## src/rtl/branch_resolve_unit.sv

```systemverilog
// Resolves fetch-time branch predictions in Execute: comb mispredict/redirect/flush, 1-cycle registered training strobe; no backpressure beyond stall_D/bubble_E.
// Optional BRANCH_RESOLVE_STATS_EN adds saturating branch/mispredict counters (and the CNT_W parameter).
module branch_resolve_unit #(
  parameter int PC_W = 32
`ifdef BRANCH_RESOLVE_STATS_EN
  , parameter int CNT_W = 32
`endif
) (
  input  logic            clk,
  input  logic            rst,
  input  logic            valid_F,
  input  logic            predict_taken_F,
  input  logic            stall_D,
  input  logic            bubble_E,
  input  logic            is_branch_E,
  input  logic            branch_taken_E,
  input  logic [PC_W-1:0] PC_E,
  input  logic [PC_W-1:0] target_E,
  output logic            mispredict_E,
  output logic [PC_W-1:0] redirect_pc_E,
  output logic            flush_D,
  output logic            flush_E,
  output logic            update_en,
  output logic [PC_W-1:0] PC_upd,
  output logic            branch_taken_upd,
  output logic            predicted_E
`ifdef BRANCH_RESOLVE_STATS_EN
  ,
  output logic [CNT_W-1:0] branch_count,
  output logic [CNT_W-1:0] mispredict_count
`endif
);

  localparam logic ST_RUN     = 1'b0;
  localparam logic ST_RECOVER = 1'b1;

  localparam logic [PC_W-1:0] PC_STEP = PC_W'(4);

  logic            valid_d_q, valid_d_d;
  logic            pred_d_q, pred_d_d;
  logic            valid_e_q, valid_e_d;
  logic            pred_e_q, pred_e_d;
  logic            state_q, state_d;
  logic            update_en_q, update_en_d;
  logic [PC_W-1:0] pc_upd_q, pc_upd_d;
  logic            branch_taken_upd_q, branch_taken_upd_d;
  logic            res;

  // The slot in E during RECOVER is the squashed one, so it never resolves.
  assign res           = valid_e_q & is_branch_E & (state_q == ST_RUN);
  assign mispredict_E  = res & (branch_taken_E != pred_e_q);
  assign redirect_pc_E = branch_taken_E ? target_E : (PC_E + PC_STEP);
  assign flush_D       = mispredict_E;
  assign flush_E       = mispredict_E;

  assign update_en        = update_en_q;
  assign PC_upd           = pc_upd_q;
  assign branch_taken_upd = branch_taken_upd_q;
  assign predicted_E      = pred_e_q;

  always_comb begin
    valid_d_d = valid_d_q;
    pred_d_d  = pred_d_q;
    if (flush_D) begin
      valid_d_d = 1'b0;
      pred_d_d  = 1'b0;
    end else if (!stall_D) begin
      valid_d_d = valid_F;
      pred_d_d  = predict_taken_F;
    end
  end

  always_comb begin
    valid_e_d = valid_d_q;
    pred_e_d  = pred_d_q;
    if (flush_E || bubble_E) begin
      valid_e_d = 1'b0;
      pred_e_d  = 1'b0;
    end
  end

  always_comb begin
    state_d = ST_RUN;
    case (state_q)
      ST_RUN:     state_d = mispredict_E ? ST_RECOVER : ST_RUN;
      ST_RECOVER: state_d = ST_RUN;
      default:    state_d = ST_RUN;
    endcase
  end

  always_comb begin
    update_en_d        = res;
    pc_upd_d           = pc_upd_q;
    branch_taken_upd_d = branch_taken_upd_q;
    if (res) begin
      pc_upd_d           = PC_E;
      branch_taken_upd_d = branch_taken_E;
    end
  end

  always_ff @(posedge clk) begin
    if (rst) begin
      valid_d_q          <= 1'b0;
      pred_d_q           <= 1'b0;
      valid_e_q          <= 1'b0;
      pred_e_q           <= 1'b0;
      state_q            <= ST_RUN;
      update_en_q        <= 1'b0;
      pc_upd_q           <= '0;
      branch_taken_upd_q <= 1'b0;
    end else begin
      valid_d_q          <= valid_d_d;
      pred_d_q           <= pred_d_d;
      valid_e_q          <= valid_e_d;
      pred_e_q           <= pred_e_d;
      state_q            <= state_d;
      update_en_q        <= update_en_d;
      pc_upd_q           <= pc_upd_d;
      branch_taken_upd_q <= branch_taken_upd_d;
    end
  end

`ifdef BRANCH_RESOLVE_STATS_EN
  logic [CNT_W-1:0] branch_count_q, branch_count_d;
  logic [CNT_W-1:0] mispredict_count_q, mispredict_count_d;

  // Counters stick at all-ones rather than wrapping.
  always_comb begin
    branch_count_d     = branch_count_q;
    mispredict_count_d = mispredict_count_q;
    if (res && (branch_count_q != '1)) begin
      branch_count_d = branch_count_q + CNT_W'(1);
    end
    if (mispredict_E && (mispredict_count_q != '1)) begin
      mispredict_count_d = mispredict_count_q + CNT_W'(1);
    end
  end

  always_ff @(posedge clk) begin
    if (rst) begin
      branch_count_q     <= '0;
      mispredict_count_q <= '0;
    end else begin
      branch_count_q     <= branch_count_d;
      mispredict_count_q <= mispredict_count_d;
    end
  end

  assign branch_count     = branch_count_q;
  assign mispredict_count = mispredict_count_q;
`endif

endmodule

```

## config.mk

```make
export PLATFORM = sky130hd
export DESIGN_NAME = branch_resolve_unit
export DESIGN_NICKNAME = d
export VERILOG_FILES = /design/src/rtl/branch_resolve_unit.sv
export SDC_FILE = /design/constraint.sdc
export NUM_CORES = 1
export LEC_CHECK = 0
export ABC_AREA = 1
export CORE_MARGIN = 3
export CORE_UTILIZATION = 63
export DETAILED_ROUTE_END_ITERATION = 10
export DONT_BUFFER_PORTS = 1
export PLACE_DENSITY = 0.86
export SKIP_LAST_GASP = 1
export SLEW_MARGIN = 10
export SYNTH_ARGS = -nofsm -noshare
export SYNTH_HDL_FRONTEND = slang
export SYNTH_SLANG_ARGS = --single-unit
```

## constraint.sdc

```tcl
create_clock -name clk -period 1.6 [get_ports clk]
set_clock_uncertainty 0.15 [all_clocks]
set_input_delay 0.24 -clock clk [delete_from_list [all_inputs] [get_ports clk]]
set_output_delay 0.24 -clock clk [all_outputs]
set_load 0.1 [all_outputs]
```

==> flow_metrics.py, run 1 <==
metrics = {
    "outcome": {
        "outcome": "stopped before the end",
        "stop_stage": "clock tree synthesis",
        "error_line": "[ERROR DPL-0038] Utilization greater than 100%, impossible to legalize",
    },
    "yosys": {
        "synth_ff_type": "dfxtp_1",
        "synth_edf_count": 0,
        "synth_cells": 427,
        "async_reset_ff_frac": 0,
        "netlist.area_leader.share": 0.305,
        "syn_avg_cell_area_um2": 5.99,
        "synthTopCellsByCount": "nand2_1 (137), nor2_1 (67), o21ai_0 (40), dfxtp_1 (39), nand3_1 (31)",
        "syn_nets": 500,
        "yosysWarningCount": 0,
        "syn_area_mm2": 0.00256,
        "yosysMostFrequentCell": "nand2_1",
        "synth_area_leaders": "dfxtp_1 (31%), nand2_1 (20%), nor2_1 (9.8%)",
        "synth_cell_type_count": 26,
        "yosysTopAreaCell": "dfxtp_1",
        "yosysSeqAreaShare": 0.305,
        "synth-seq-cells": 39,
    },
    "floorplanning": {
        "die_x_um": 69.7,
        "io_pins": 142,
        "start_util": 0.673,
        "num_rows": 22,
        "fp.dieH_um": 69.7,
    },
    "cts": {
        "cts_resized": 74,
        "cts_inserted_buffers": 5,
        "postCtsSetupBuffers": 13,
        "cts-root-buf": "clkbuf_8",
        "cts_max_level": 2,
        "clockBufferDepth": 2,
        "clock_sinks": 39,
        "hold_buffers": 22,
    },
    "placed_design": {
        "postPlaceCellArea_mm2": 0.00366,
        "dp_hpwl_mm": 9.49,
        "numPortBuffers": 0,
        "gp_congestion": 1.04,
    },
}
## per-stage QoR
stage          setup TNS, ns   util  setup slack, ns  cells
3_5_place_dp           -2.31  0.964           -0.211    524
3_3_place_gp          -0.705  0.964          -0.0877    524
2_1_floorplan          -2.12      -           -0.296    427
## cells by family after synthesis
kind of cell,after synthesis,share of synthesized area
XOR/XNOR,4,0.0137
adder cells (fa/ha/maj),1,0.00489
AO/OA/AOI/OAI,65,0.128
AND/OR/NAND/NOR,270,0.468
flip-flops,39,0.305
buffers and inverters,48,0.0793
==> run 2: changes to the inputs <==
--- a/config.mk
+++ b/config.mk
@@ -7,10 +7,10 @@
 export LEC_CHECK = 0
 export ABC_AREA = 1
 export CORE_MARGIN = 3
-export CORE_UTILIZATION = 63
+export CORE_UTILIZATION = 40
 export DETAILED_ROUTE_END_ITERATION = 10
 export DONT_BUFFER_PORTS = 1
-export PLACE_DENSITY = 0.86
+export PLACE_DENSITY_LB_ADDON = 0.15
 export SKIP_LAST_GASP = 1
 export SLEW_MARGIN = 10
 export SYNTH_ARGS = -nofsm -noshare
==> run 2 against run 1 <==
  * The flow now finishes, with violations (hold timing, setup timing)
  * Synthesized area stayed put
  * Synthesized cell count stayed put
==> flow_metrics.py, run 2 <==
metrics = {
    "outcome": {
        "outcome": "finished, violations left",
        "violations": "hold timing, setup timing",
    },
    "cts": {
        "cts_tree": "built",
        "clk_pin_slew_ns": 0.08,
        "hold_buffers": 36,
        "clockBufferDepth": 2,
        "clock_sinks": 39,
        "clock_latency_ns": 0.30,
        "cts-root-buf": "clkbuf_8",
        "cts_inserted_buffers": 5,
        "cts_max_level": 2,
    },
    "grt": {
        "grt_max_degree": 51,
        "grt_overflow": 0,
        "grt_pass1_vias": 3118,
        "antenna_found_initial": 0,
        "grt_pass1_wl_mm": 15.2,
        "gr-usage-all-layers": 0.260,
    },
    "yosys": {
        "async_reset_ff_frac": 0,
        "synth_cells": 427,
        "yosysSeqAreaShare": 0.305,
        "yosysWarningCount": 0,
        "syn_nets": 500,
        "synthTopCellsByCount": "nand2_1 (137), nor2_1 (67), o21ai_0 (40), dfxtp_1 (39), nand3_1 (31)",
        "synth_cell_type_count": 26,
        "synth_area_leaders": "dfxtp_1 (31%), nand2_1 (20%), nor2_1 (9.8%)",
        "yosysTopAreaCell": "dfxtp_1",
        "yosysMostFrequentCell": "nand2_1",
        "syn_area_mm2": 0.00256,
        "syn_avg_cell_area_um2": 5.99,
        "synth_ff_type": "dfxtp_1",
        "synth-seq-cells": 39,
        "synth_edf_count": 0,
        "netlist.area_leader.share": 0.305,
    },
    "floorplanning": {
        "die_area_mm2": 0.00739,
        "start_util": 0.422,
        "core_region_area_mm2": 0.00606,
        "die_x_um": 85.9,
        "io_pins": 142,
        "fp.dieH_um": 85.9,
        "num_rows": 28,
    },
    "finish": {
        "final_nets": 606,
        "drive_gt1_frac": 0.388,
        "diodes": 0,
        "nFillCells": 429,
        "final_common_cell": "nand2_1",
        "layout_common_cells": "nand2_1 (96), buf_4 (59), nor2_1 (54)",
        "area_growth_pct": 80.0,
        "stdcell_area_mm2": 0.00460,
        "largest_reg_flops": 32,
    },
    "critical_path": {
        "cp_max_fo": 5,
        "start_kind": "input pin",
        "worstSetupPathType": "in2out",
        "cp.arrival_ns": 1.37,
        "endpoint_kind": "output pin",
        "cp.required_ns": 1.21,
    },
    "sta": {
        "whs_ns": -0.0546,
        "layout_min_cycle_time_ns": 1.76,
        "slew-limit-headroom": 0.728,
        "fin_crit_sh": 1.10,
        "clock.fmax_mhz": 568,
        "setup-violations-final": 25,
        "slew_violations": 0,
        "setup_tns_ns": -1.60,
        "setup_slack_ns": -0.161,
        "rsz0062_at_grt": "yes",
        "worst_slew_pin_slew_ns": 0.407,
        "final-hold-violation-count": 1,
    },
    "routing": {
        "vias": 3242,
        "wire_per_inst_um": 16.6,
        "ant_nets": 0,
        "viasPerCell": 5.32,
        "drc": 0,
        "drt-initial-drc-count": 233,
        "drtPass1Iterations": 5,
        "wirelength_mm": 10.1,
    },
    "placed_design": {
        "gp_congestion": 0.907,
        "postPlaceCellArea_mm2": 0.00372,
        "place_worst_setup_slack_ns": -0.123,
        "dp_hpwl_mm": 6.75,
        "numPortBuffers": 0,
    },
    "run": {
        "drv_cap": 0,
    },
    "pwr": {
        "cellPowerDensity_mw_per_mm2": 696,
        "vdd_drop_max_mv": 1.02,
        "p_total_mw": 3.20,
        "p_leak_nw": 2.00,
    },
    "worst_hold_path": {
        "hp-class": "in2reg",
    },
}
-- run 2: cell counts after synthesis --
No cell type changed its count.
-- run 2: through the flow --
step	utilization	std cells
floorplan	-	427
global placement	0.614	554
detailed placement	0.614	554
CTS	0.728	602
global route	0.759	609
finish	0.759	609
-- run 2: path summary, 6_finish.rpt --
check / startpoint / to / slack [ns] / cells after the start
setup / recovery: PC_E[16] / redirect_pc_E[27] / -0.16 / 8
hold / removal: PC_E[3] / PC_upd[3] / -0.05 / 2
hold reg to reg: pred_d_q / predicted_E / 0.28 / 2
setup reg to reg: valid_e_q / PC_upd[19] / 0.16 / 5
-- run 2: routing by layer --
layer	GRT usage	part of all wire	vias to the layer above
met5	0	0	-
met4	0.104	0.031	0
met3	0.0567	0.088	39
met2	0.423	0.48	180
met1	0.332	0.40	1467
li1	-	-	1556
-- run 2: logic make-up after synthesis --
group                      after synthesis  synth area share
and+or+nand+nor                        270             0.468
buffers and inverters                   48            0.0793
DFF                                     39             0.305
AOI/OAI and AO/OA                       65             0.128
adders and majority gates                1           0.00489
xor gates and xnor gates                 4            0.0137
-- run 2: cell type report --
class | count | area [µm²] | share of cell area
well taps | 75 | 93.8 | 0.0204
flip-flops and latches | 39 | 785 | 0.171
multi-input cells | 340 | 2310 | 0.503
clock inverters | 2 | 37.5 | 0.00816
inverters | 31 | 116 | 0.0253
repair buffers | 116 | 1160 | 0.253
clock buffers | 6 | 93.8 | 0.0204
-- run 2: timing repair --
action,in CTS,in global routing
endpoints found under the setup margin,25,28
setup buffers,4,7
endpoints found under the hold margin,35,1
resized for setup,34,33
pin swaps,35,36
-- run 2: critical path: stages --
cell	delay, ns
nand2_1	0.07
nor2_1	0.22
nand2_2	0.13
nor2_2	0.18
nand2_1	0.09
nand2_1	0.09
nand3_2	0.15
nand2_8	0.20
-- run 2: power by group --
| group | switching, mW | internal (mW) |
|---|---|---|
| sequential | 0.00956 | 0.987 |
| clock | 0.360 | 0.559 |
| combinational | 0.915 | 0.373 |
| total | 1.29 | 1.92 |
(Power assumes the default switching activity.)
